### config.mk
export PLATFORM = sky130hd
export DESIGN_NAME = product_bcd_converter
export DESIGN_NICKNAME = d
export VERILOG_FILES = /design/src/rtl/product_bcd_converter_pkg.sv /design/src/rtl/product_bcd_converter_bcd_add3.sv /design/src/rtl/product_bcd_converter.sv
export SDC_FILE = /design/constraint.sdc
export NUM_CORES = 1
export LEC_CHECK = 0
export CORE_UTILIZATION = 62
export DETAILED_ROUTE_END_ITERATION = 16
export DONT_BUFFER_PORTS = 1
export GPL_TIMING_DRIVEN = 0
export PLACE_DENSITY = 0.78
export SYNTH_ARGS = -nofsm -noshare
export SYNTH_HDL_FRONTEND = slang
export SYNTH_SLANG_ARGS = --single-unit
### constraint.sdc
create_clock -name Clk -period 1.7 [get_ports Clk]
set_input_delay 0.085 -clock Clk [delete_from_list [all_inputs] [get_ports Clk]]
set_output_delay 0.085 -clock Clk [all_outputs]
set_load 0.02 [all_outputs]
### src/rtl/product_bcd_converter_pkg.sv
// Shared types and constants for the signed product to BCD converter.
// Segment helpers are only referenced when PRODUCT_BCD_SEG7_EN is defined.
package product_bcd_converter_pkg;

  typedef enum logic [1:0] {
    StIdle  = 2'd0,
    StShift = 2'd1,
    StDone  = 2'd2
  } state_e;

  localparam int unsigned DigitW    = 4;
  localparam int unsigned IterCount = 8;

  // Active-high {g,f,e,d,c,b,a}
  localparam logic [6:0] Seg0     = 7'h3F;
  localparam logic [6:0] Seg1     = 7'h06;
  localparam logic [6:0] Seg2     = 7'h5B;
  localparam logic [6:0] Seg3     = 7'h4F;
  localparam logic [6:0] Seg4     = 7'h66;
  localparam logic [6:0] Seg5     = 7'h6D;
  localparam logic [6:0] Seg6     = 7'h7D;
  localparam logic [6:0] Seg7     = 7'h07;
  localparam logic [6:0] Seg8     = 7'h7F;
  localparam logic [6:0] Seg9     = 7'h6F;
  localparam logic [6:0] SegMinus = 7'h40;
  localparam logic [6:0] SegBlank = 7'h00;

  function automatic logic [6:0] seg7_decode(input logic [DigitW-1:0] digit);
    logic [6:0] seg;
    case (digit)
      4'd0:    seg = Seg0;
      4'd1:    seg = Seg1;
      4'd2:    seg = Seg2;
      4'd3:    seg = Seg3;
      4'd4:    seg = Seg4;
      4'd5:    seg = Seg5;
      4'd6:    seg = Seg6;
      4'd7:    seg = Seg7;
      4'd8:    seg = Seg8;
      4'd9:    seg = Seg9;
      default: seg = SegBlank;
    endcase
    return seg;
  endfunction

endpackage

### src/rtl/product_bcd_converter_bcd_add3.sv
// Double-dabble digit correction: adds 3 to a BCD digit that is 5 or more.
module product_bcd_converter_bcd_add3
  import product_bcd_converter_pkg::*;
(
  input  logic [DigitW-1:0] din,
  output logic [DigitW-1:0] dout
);

  always_comb begin
    dout = din;
    if (din >= 4'd5) begin
      dout = din + 4'd3;
    end
  end

endmodule

### src/rtl/product_bcd_converter.sv
// Sequential signed 8-bit to sign + 3-digit BCD converter (shift-and-add-3).
// Define PRODUCT_BCD_SEG7_EN to add registered 7-segment outputs.
module product_bcd_converter
  import product_bcd_converter_pkg::*;
(
  input  logic       Clk,
  input  logic       Reset,
  input  logic       Start,
  input  logic [7:0] P,
  output logic       Busy,
  output logic       Done,
  output logic       Neg,
  output logic [3:0] Hundreds,
  output logic [3:0] Tens,
`ifdef PRODUCT_BCD_SEG7_EN
  output logic [3:0] Ones,
  output logic [6:0] Seg_Sign,
  output logic [6:0] Seg_H,
  output logic [6:0] Seg_T,
  output logic [6:0] Seg_O
`else
  output logic [3:0] Ones
`endif
);

  state_e      state_q, state_d;
  logic [7:0]  mag_q, mag_d;
  logic [11:0] scratch_q, scratch_d;
  logic [11:0] scratch_adj;
  logic [2:0]  cnt_q, cnt_d;
  logic        neg_cap_q, neg_cap_d;
  logic        load;

  for (genvar i = 0; i < 3; i++) begin : g_add3
    product_bcd_converter_bcd_add3 u_add3 (
      .din  (scratch_q[i*DigitW +: DigitW]),
      .dout (scratch_adj[i*DigitW +: DigitW])
    );
  end

  always_comb begin
    state_d   = state_q;
    mag_d     = mag_q;
    scratch_d = scratch_q;
    cnt_d     = cnt_q;
    neg_cap_d = neg_cap_q;
    load      = 1'b0;
    case (state_q)
      StIdle: begin
        if (Start) begin
          // 8-bit negate of -128 yields 8'h80, which is the correct magnitude.
          mag_d     = P[7] ? 8'(-P) : P;
          neg_cap_d = P[7];
          scratch_d = '0;
          cnt_d     = '0;
          state_d   = StShift;
        end
      end
      StShift: begin
        {scratch_d, mag_d} = {scratch_adj, mag_q} << 1;
        cnt_d = cnt_q + 3'd1;
        if (cnt_q == 3'(IterCount - 1)) begin
          state_d = StDone;
          load    = 1'b1;
        end
      end
      StDone:  state_d = StIdle;
      default: state_d = StIdle;
    endcase
  end

  always_ff @(posedge Clk) begin
    if (Reset) begin
      state_q   <= StIdle;
      mag_q     <= '0;
      scratch_q <= '0;
      cnt_q     <= '0;
      neg_cap_q <= 1'b0;
      Busy      <= 1'b0;
      Done      <= 1'b0;
      Neg       <= 1'b0;
      Hundreds  <= '0;
      Tens      <= '0;
      Ones      <= '0;
    end else begin
      state_q   <= state_d;
      mag_q     <= mag_d;
      scratch_q <= scratch_d;
      cnt_q     <= cnt_d;
      neg_cap_q <= neg_cap_d;
      Busy      <= (state_d == StShift);
      Done      <= (state_d == StDone);
      // Results are loaded on the edge that enters DONE so they are valid with Done.
      if (load) begin
        Neg      <= neg_cap_q;
        Hundreds <= scratch_d[11:8];
        Tens     <= scratch_d[7:4];
        Ones     <= scratch_d[3:0];
      end
    end
  end

`ifdef PRODUCT_BCD_SEG7_EN
  always_ff @(posedge Clk) begin
    if (Reset) begin
      Seg_Sign <= SegBlank;
      Seg_H    <= SegBlank;
      Seg_T    <= SegBlank;
      Seg_O    <= SegBlank;
    end else if (load) begin
      Seg_Sign <= neg_cap_q ? SegMinus : SegBlank;
      Seg_H    <= (scratch_d[11:8] == 4'd0) ? SegBlank : seg7_decode(scratch_d[11:8]);
      Seg_T    <= (scratch_d[11:4] == 8'd0) ? SegBlank : seg7_decode(scratch_d[7:4]);
      Seg_O    <= seg7_decode(scratch_d[3:0]);
    end
  end
`endif

endmodule

==> results of run 1 <==
synthesized netlist by cell type, types with 3 or more instances:
cell type / count / share of area
nand3b_1: 13 / 0.051
a22oi_1: 11 / 0.043
dfxtp_1: 41 / 0.43
o21ai_0: 17 / 0.044
a222oi_1: 3 / 0.016
nor2_2: 3 / 0.0097
a21oi_1: 10 / 0.026
xnor2_1: 6 / 0.027
buf_2: 3 / 0.0078
mux2_2: 3 / 0.017
nand2b_1: 7 / 0.023
inv_1: 11 / 0.021
clkbuf_1: 4 / 0.0078
buf_6: 3 / 0.017
nor2_1: 20 / 0.039
nand2_1: 12 / 0.023
o2bb2ai_1: 3 / 0.014
ha_1: 9 / 0.058
a211oi_2: 3 / 0.019
nor3_1: 4 / 0.010
nor3b_1: 3 / 0.012
flip-flops by register name, indices dropped and copies added, names as in the netlist:
| name | count |
|---|---|
| mag_q | 8 |
| Ones | 4 |
| Hundreds | 4 |
| Busy | 1 |
| cnt_q | 3 |
| scratch_q | 12 |
| neg_cap_q | 1 |
| Done | 1 |
| Neg | 1 |
| Tens | 4 |
| state_q | 2 |
per-layer routing:
metal / track usage / part of all wire / up-vias
li1: - / - / 781
met1: 0.3414 / 0.42 / 759
met5: 0 / 0 / -
met3: 0.07589 / 0.059 / 7
met2: 0.4811 / 0.51 / 52
met4: 0.1088 / 0.012 / 0
logic make-up after synthesis:
kind of cell / share of synthesized area
simple gates: 0.2054
mux: 0.02787
compound gates: 0.1957
flops: 0.4251
fa+ha+maj: 0.05833
buf+inv: 0.06027
xor+xnor: 0.02722
worst max-delay path: stages:
cell	delay, ps
dlygate4sd3_1	630
nor4_2	330
dlygate4sd3_1	610
nand3_1	110
a21oi_1	170
through the flow:
| stage | cell area (um^2) | hold slack [ps] | setup WS [ps] | setup TNS [ps] |
|---|---|---|---|---|
| CTS | 2105 | 19.67 | 74.36 | 0 |
| detailed placement | 1969 | 246.8 | 121.3 | 0 |
| global placement | 1969 | 236.9 | 183.4 | 0 |
| floorplan | 1931 | 232.2 | 271.8 | 0 |
| global route | 2115 | 50.32 | -33.22 | -33.22 |
| finish | 2115 | 18.89 | 57.11 | 0 |
placed cells by master (no fill, tap or decap), drive strengths merged:
cell	synthesis	final
nor2	23	23
inv	11	11
o31ai	1	1
a222oi	3	3
mux2i	2	2
nand2	12	12
dfxtp	41	41
nor3b	3	3
nand2b	7	7
buf	8	8
o21ai	18	18
o22ai	1	1
nor4	2	2
nor3	4	4
dlygate4sd3	0	8
a211oi	5	5
o221ai	2	2
a22oi	11	11
and2	3	3
nand4b	1	1
clkbuf	4	11
nand3	2	2
nor2b	1	1
xnor2	6	6
o21bai	1	1
nand3b	13	13
a21oi	10	10
o2bb2ai	3	3
ha	9	9
or4	1	1
mux2	3	3
how the worst max path moves through the flow:
stage                                        from               endpoint  slack [ps]  cells past startpoint
after global routing                         P[4]  mag_q[7]$_SDFFE_PP0P_         -30                      5
after global placement    scratch_q[5]$_SDFF_PP0_   Tens[2]$_SDFFE_PP0P_         180                      6
after CTS                 scratch_q[5]$_SDFF_PP0_   Tens[2]$_SDFFE_PP0P_          70                      6
final                                        P[4]  mag_q[7]$_SDFFE_PP0P_          60                      5
after floorplan           scratch_q[1]$_SDFF_PP0_   Ones[2]$_SDFFE_PP0P_         270                      6
after detailed placement  scratch_q[5]$_SDFF_PP0_   Tens[2]$_SDFFE_PP0P_         120                      6
layout make-up:
class                   instances  share of cell area
multi-input cells             147              0.4746
inverters                      11             0.01953
clock buffers                   7             0.02604
well taps                      31             0.01834
repair buffers                  8             0.03787
flip-flops and latches         41              0.3882
plain buffers                  12             0.03550
power by group through the flow:
| stage | Sequential (mW) | Clock (mW) | Combinational, mW |
|---|---|---|---|
| 3_3_place_gp | 1.01 | 0 | 0.128 |
| 2_1_floorplan | 1.01 | 0 | 0.105 |
| 3_5_place_dp | 1.01 | 0 | 0.133 |
| 5_1_grt | 0.994 | 0.539 | 0.169 |
| 6_report | 0.992 | 0.501 | 0.155 |
| 4_1_cts | 0.992 | 0.501 | 0.150 |
repair_timing:
item,in CTS,in global routing
endpoints found under the hold margin,6,0
gates resized for setup,0,2
setup endpoints to repair,0,2
hold buffers,8,0
==> flow_metrics.tcl, run 1 <==
set metrics [dict create \
    io_pins 26 \
    post-route-util 0.7412 \
    p_switching_mw 0.4053 \
    ff2ff_setup_slack_ps 90 \
    clk_pin_slew_ps 120 \
    die_y_um 57.80 \
    synth-edff-count 0 \
    numCtsBuffers 5 \
    critical_path_arrival_ps 1930 \
    synthFlopType "dfxtp_1" \
    ys_ff_latch 41 \
    synth_warnings 0 \
    syn-num-nets 231 \
    worstSetupEndpointType "flip-flop" \
    vdd_drop_max_uv 594.7 \
    grt_use_total 0.2829 \
    cts_tree "built" \
    drt-pass1-iter-count 10 \
    max_clock_freq_ghz 0.6087 \
    maxCapViolations 0 \
    yosysSeqAreaShare 0.4251 \
    drt-initial-drc-count 85 \
    period_minus_slack_ps 1643 \
    final_nets 246 \
    post-route-drc-count 1 \
    p_comb_frac 0.094 \
    ctsRootBufferMaster "clkbuf_4" \
    dp_cells 242 \
    vias 1599 \
    regArea_um2 820.8 \
    fin_skew_ps 17.55 \
    clock_latency_ps 350 \
    cts_sinks 41 \
    htreeDepth 2 \
    hold_class "in2reg" \
    core_area_um2 2853 \
    die_x_um 57.80 \
    nFillCells 223 \
    worstSetupStartpointType "primary input" \
    grt_pass1_wl_um 7169 \
    grt_max_degree 12 \
    slew_headroom 0.6267 \
    r2r_end "Tens[2]$_SDFFE_PP0P_" \
    rows 19 \
    cp_max_fo 3 \
    grt_pass1_vias 1605 \
    instances_no_fill 257 \
    cts_buffer_depth 2 \
    ys_types 37 \
    post_drt_wl_per_cell_um 16.85 \
    ant_nets 0 \
    p_seq_frac 0.602 \
    synthArstFlopShare 0 \
    failed_checks "design-rule violations" \
    worstMarginPinSlew_ps 559.9 \
    whs_path_depth 4 \
    power.internal_mw 1.244 \
    p_sw_frac 0.2458 \
    multiInputGateArea_um2 1003 \
    die_area_um2 3341 \
    setup_viol 0 \
    p_leak_nw 0.7727 \
    slew_violations 0 \
    worstPathRequired_ps 1990 \
    drive_above_1_share 0.1239 \
    syn_avg_cell_area_um2 9.150 \
    port_buffers 0 \
    wl_um 4331 \
    hold_viol 0 \
    power_mw 1.649 \
    pwr-share-clk 0.304 \
    r2r_cells 6 \
    grt_antenna_before_repair 0 \
    syn_area_um2 1931 \
    min_from "P[7]" \
    grt_remaining_overflow 0 \
    syn_to_final_growth_pct 9.527 \
    fin_crit_sh 0.9664 \
    start_util 0.6768 \
    powerDensity_nw_per_um2 779.9 \
    outcome "finished with violations" \
    place_congestion 0.8424 \
    place_hpwl_um 2953 \
    reg2reg_from "scratch_q[5]$_SDFF_PP0_" \
    via_per_inst 6.222 \
    synthCells 211 \
    holdPathEnd "mag_q[1]$_SDFFE_PP0P_" \
    cts_setup_buffers 0 \
    criticalPathCategory "in2reg" \
    antenna_cells 0 \
]
No activity file was read; power rests on OpenSTA's default activity.
==> run 2, diff against run 1 <==
--- a/config.mk
+++ b/config.mk
@@ -5,11 +5,11 @@
 export SDC_FILE = /design/constraint.sdc
 export NUM_CORES = 1
 export LEC_CHECK = 0
-export CORE_UTILIZATION = 62
+export CORE_UTILIZATION = 56
 export DETAILED_ROUTE_END_ITERATION = 16
 export DONT_BUFFER_PORTS = 1
 export GPL_TIMING_DRIVEN = 0
-export PLACE_DENSITY = 0.78
+export PLACE_DENSITY = 0.74
 export SYNTH_ARGS = -nofsm -noshare
 export SYNTH_HDL_FRONTEND = slang
 export SYNTH_SLANG_ARGS = --single-unit
==> constraint.sdc (replaced) <==
create_clock -name Clk -period 1.5 [get_ports Clk]
set_input_delay 0.075 -clock Clk [delete_from_list [all_inputs] [get_ports Clk]]
set_output_delay 0.075 -clock Clk [all_outputs]
set_load 0.02 [all_outputs]
==> run 2 against run 1 <==
  * The run now ends clean
  * Global-route usage down 1.5 points
  * Critical path depth grew 1
  * Via count down 0.56%
  * Critical endpoint is now Hundreds[2]$_SDFFE_PP0P_
  * Highest routed layer unchanged
==> flow_metrics.tcl, run 2 (synthesis gave the netlist of run 1 again) <==
set metrics [dict create \
    hold_viol 0 \
    outcome "completed" \
    fin_skew_ps 6.533 \
    drt-pass1-iter-count 4 \
    syn_to_final_growth_pct 18.34 \
    drive_above_1_share 0.2087 \
    critical_path_arrival_ps 1760 \
    p_seq_frac 0.584 \
    ctsRootBufferMaster "clkbuf_4" \
    multiInputGateArea_um2 1114 \
    post-route-drc-count 0 \
    power.internal_mw 1.463 \
    tns_ps 0 \
    criticalPathCategory "reg2reg" \
    via_per_inst 5.803 \
    hold_ws_ps 9.039 \
    p_comb_frac 0.091 \
    slew_headroom 0.6365 \
    clock_latency_ps 350 \
    p_switching_mw 0.4616 \
    die_area_um2 3686 \
    grt_pass1_vias 1672 \
    fin_crit_sh 0.9868 \
    nFillCells 256 \
    final_cell_mix "38 x dfxtp_1, 20 x nor2_1, 13 x nand3b_1" \
    die_x_um 60.72 \
    final_cell_area_um2 2285 \
    drt-initial-drc-count 93 \
    grt_max_degree 13 \
    hold_class "in2reg" \
    regMostFlops "scratch_q" \
    crit_chain "inv_1, ha_1, nand2b_4, a21oi_4, mux2_4, o21ai_0" \
    pwr-share-clk 0.325 \
    rows 20 \
    period_minus_slack_ps 1480 \
    pre_cts_ws_ps -87.54 \
    maxCapViolations 0 \
    regArea_um2 824.5 \
    start_util 0.6123 \
    final_nets 249 \
    slowest_delay_ps 340 \
    htreeDepth 2 \
    die_y_um 60.72 \
    core_area_um2 3153 \
    final_common_cell "dfxtp_1" \
    io_pins 26 \
    grt_antenna_before_repair 0 \
    worstPathRequired_ps 1780 \
    cts_tree "built" \
    worstSetupEndpointType "flip-flop" \
    ant_nets 0 \
    numCtsBuffers 5 \
    place_area_um2 1986 \
    largestRegisters "scratch_q (12), mag_q (8)" \
    grt_use_total 0.2675 \
    cts_sinks 41 \
    p_leak_nw 0.8280 \
    slew_violations 0 \
    worstSetupStartpointType "flip-flop" \
    powerDensity_nw_per_um2 842.4 \
    fin_ws_ps 19.82 \
    vias 1590 \
    place_congestion 0.7995 \
    clk_pin_slew_ps 120 \
    cts_buffer_depth 2 \
    place_hpwl_um 3020 \
    port_buffers 0 \
    antenna_cells 0 \
    cp_max_fo 3 \
    cp_slowest_cell "dfxtp_2" \
    setup_viol 0 \
    post_drt_wl_per_cell_um 16.30 \
    max_clock_freq_ghz 0.6756 \
    vdd_drop_max_uv 571.8 \
    wl_um 4465 \
    p_sw_frac 0.2398 \
    grt_remaining_overflow 0 \
    grt_pass1_wl_um 7107 \
    worstMarginPinSlew_ps 545.3 \
    largest_reg_flops 12 \
]
==> run 2: cell count changes in the layout (fill, tap and decap cells not counted), sizes merged <==
cell	delta
buf	+2
clkinv	+1
dlygate4sd3	+1
==> run 2: worst paths after layout <==
check                                from                  endpoint  slack, ps  depth (start not counted)
setup / recovery  scratch_q[9]$_SDFF_PP0_  Hundreds[2]$_SDFFE_PP0P_         20                          6
hold / removal                       P[7]     mag_q[1]$_SDFFE_PP0P_          9                          4
setup reg to reg  scratch_q[9]$_SDFF_PP0_  Hundreds[2]$_SDFFE_PP0P_         20                          6
hold reg to reg    neg_cap_q$_SDFFE_PP0P_          Neg$_SDFFE_PP0P_        470                          2
==> run 2: power groups by stage <==
stage	Combinational [mW]	Clock (mW)	Sequential, mW
6_report	0.176	0.625	1.12
5_1_grt	0.194	0.667	1.13
4_1_cts	0.173	0.633	1.12
2_1_floorplan	0.119	0	1.15
3_3_place_gp	0.146	0	1.15
3_5_place_dp	0.152	0	1.15
==> run 2: worst max-delay path, delay by kind of cell (launching register included) <==
| family | cells | cell delay [ps] |
|---|---|---|
| buffers and inverters | 1 | 80 |
| adders and majority gates | 1 | 200 |
| AOI/OAI and AO/OA | 2 | 330 |
| and+or+nand+nor | 1 | 150 |
| muxes | 1 | 320 |
| DFF | 1 | 340 |
==> run 2: layout make-up <==
| class | instances | area share |
|---|---|---|
| plain buffers | 12 | 0.03286 |
| clock buffers | 7 | 0.02848 |
| clock inverters | 1 | 0.002191 |
| inverters | 11 | 0.01807 |
| multi-input cells | 147 | 0.4874 |
| flip-flops and latches | 41 | 0.3609 |
| well taps | 44 | 0.02410 |
| repair buffers | 11 | 0.04600 |
==> run 2: through the flow <==
| step | std cells | utilization | power (mW) |
|---|---|---|---|
| final | 274 | 0.7246 | 1.925 |
| after global routing | 274 | 0.7246 | 1.989 |
| after CTS | 274 | 0.6917 | 1.930 |
| after detailed placement | 255 | 0.6298 | 1.300 |
| after global placement | 255 | 0.6298 | 1.294 |
| after floorplan | 211 | - | 1.265 |
==> run 2: metal layers <==
| metal | track usage | wire [um] | share of wire |
|---|---|---|---|
| met3 | 0.06823 | 258 | 0.058 |
| met2 | 0.4882 | 2341 | 0.52 |
| met4 | 0.1396 | 46 | 0.010 |
| met5 | 0 | 0 | 0 |
| met1 | 0.2819 | 1818 | 0.41 |
==> run 2: timing repair <==
item                       4_1_cts  5_1_grt
pin swaps                        2        4
setup buffers                    2        0
hold endpoints to repair         6        0
hold buffers                     9        0
setup endpoints to repair        6       15
gates resized for setup          7       26
==> run 3, diff against run 2 <==
--- a/config.mk
+++ b/config.mk
@@ -8,7 +8,7 @@
 export CORE_UTILIZATION = 56
 export DETAILED_ROUTE_END_ITERATION = 16
 export DONT_BUFFER_PORTS = 1
-export GPL_TIMING_DRIVEN = 0
+export GPL_TIMING_DRIVEN = 1
 export PLACE_DENSITY = 0.74
 export SYNTH_ARGS = -nofsm -noshare
 export SYNTH_HDL_FRONTEND = slang
==> run 3 against run 2 <==
  * Design area is 0.88% lower
  * Non-clock buffer count is 2 lower
  * Clock skew rose by 2.8 ps
  * Sequential cell count did not move
  * Final cell count shrank 0.73%
  * Power increased by 5.8%
  * Critical endpoint is now scratch_q[10]$_SDFF_PP0_
  * Largest cell class unchanged
  * Largest power group unchanged
==> flow_metrics.tcl, run 3 (synthesis gave the netlist of run 1 again) <==
set metrics [dict create \
    outcome "completed" \
    post-route-drc-count 0 \
    powerDensity_nw_per_um2 899.1 \
    vias 1560 \
    die_y_um 60.72 \
    final_common_cell "dfxtp_1" \
    via_per_inst 5.735 \
    pre_cts_ws_ps -79.23 \
    post_drt_wl_per_cell_um 15.31 \
    setup_viol 0 \
    largestRegisters "scratch_q (12), mag_q (8)" \
    die_area_um2 3686 \
    core_area_um2 3153 \
    port_buffers 0 \
    min_from "Reset" \
    fin_ws_ps 40.66 \
    regMostFlops "scratch_q" \
    max_clock_freq_ghz 0.6852 \
    final_cell_mix "36 x dfxtp_1, 20 x nor2_1, 13 x nand3b_1" \
    drt-initial-drc-count 79 \
    r2r_cells 6 \
    slew_violations 0 \
    wl_um 4164 \
    antenna_cells 0 \
    numCtsBuffers 5 \
    io_pins 26 \
    ant_nets 0 \
    holdPathEnd "state_q[1]$_SDFF_PP0_" \
    place_hpwl_um 2806 \
    worstPathRequired_ps 1780 \
    place_area_um2 1978 \
    final_nets 247 \
    worstSetupEndpointType "flip-flop" \
    place_congestion 0.7367 \
    whs_path_depth 2 \
    ff2ff_setup_slack_ps 40 \
    worstSetupStartpointType "flip-flop" \
    grt_antenna_before_repair 0 \
    slew_headroom 0.7508 \
    grt_remaining_overflow 0 \
    rows 20 \
    drt-pass1-iter-count 4 \
    syn_to_final_growth_pct 17.30 \
    clk_pin_slew_ps 120 \
    grt_max_degree 45 \
    cp_max_fo 3 \
    start_util 0.6123 \
    p_leak_nw 0.8296 \
    worstMarginPinSlew_ps 370.4 \
    cts_sinks 41 \
    reg2reg_from "scratch_q[9]$_SDFF_PP0_" \
    fin_skew_ps 9.290 \
    r2r_end "scratch_q[10]$_SDFF_PP0_" \
    period_minus_slack_ps 1459 \
    fin_crit_sh 0.9729 \
    htreeDepth 2 \
    grt_pass1_vias 1512 \
    cts_buffer_depth 2 \
    drive_above_1_share 0.2281 \
    cts_tree "built" \
    final_cell_area_um2 2265 \
    grt_use_total 0.2498 \
    die_x_um 60.72 \
    largest_reg_flops 12 \
    maxCapViolations 0 \
    hold_ws_ps 21.84 \
    criticalPathCategory "reg2reg" \
    grt_pass1_wl_um 6693 \
    ctsRootBufferMaster "clkbuf_4" \
    hold_viol 0 \
    vdd_drop_max_uv 626.1 \
    critical_path_arrival_ps 1740 \
    hold_class "in2reg" \
    clock_latency_ps 340 \
]
[run 3: stage by stage]
step,total power [mW],instances,TNS [ps],util
after floorplan,1.265,211,0,-
after global placement,1.267,252,0,0.6274
after detailed placement,1.272,252,-259.6,0.6274
after CTS,2.046,272,0,0.6992
after global routing,2.133,272,-1.516,0.7183
final,2.036,272,0,0.7183
[run 3: critical path, cell delays in order, from the launching register on]
cell and delay [ps]:
dfxtp_2 350, inv_1 60, ha_1 170, nand2b_1 160
a21oi_2 150, mux2_2 360, o21ai_1 140
[run 3: power breakdown]
group	internal, mW	switching [mW]
registers	1.11	0.0164
clock network	0.398	0.342
logic	0.0808	0.0878
total	1.59	0.447
[run 3: per-layer routing]
| metal | part of all wire | vias to the layer above | GRT usage |
|---|---|---|---|
| met2 | 0.50 | 39 | 0.4317 |
| met1 | 0.43 | 731 | 0.2902 |
| met3 | 0.046 | 9 | 0.07036 |
| met5 | 0 | - | 0 |
| met4 | 0.019 | 0 | 0.1039 |
| li1 | - | 781 | - |
[run 3: cell type report]
cell class / instances / area (um^2)
tap: 44 / 55.05
timing repair buffer: 21 / 192.7
inverter: 11 / 41.29
clock buffer: 7 / 55.05
multi-input combinational: 147 / 1064
fill: 257 / 888.4
clock inverter: 1 / 30.03
sequential: 41 / 827.0
[run 3: what timing repair did]
action | in CTS | in global routing
setup endpoints to repair | 8 | 16
hold endpoints to repair | 39 | 0
pin swaps | 2 | 4
setup buffers | 2 | 0
gates cloned | 0 | 0
hold buffers | 10 | 0
gates resized for setup | 9 | 20
[run 3: how the worst max path moves through the flow]
stage	start	end	slack [ps]	depth (start not counted)
after global routing	scratch_q[9]$_SDFF_PP0_	scratch_q[10]$_SDFF_PP0_	-1	6
after detailed placement	scratch_q[5]$_SDFF_PP0_	Tens[2]$_SDFFE_PP0P_	-80	6
final	scratch_q[9]$_SDFF_PP0_	scratch_q[10]$_SDFF_PP0_	40	6
after global placement	scratch_q[1]$_SDFF_PP0_	Ones[2]$_SDFFE_PP0P_	40	6
after floorplan	scratch_q[1]$_SDFF_PP0_	Ones[2]$_SDFFE_PP0P_	70	6
after CTS	scratch_q[9]$_SDFF_PP0_	Hundreds[2]$_SDFFE_PP0P_	1	6
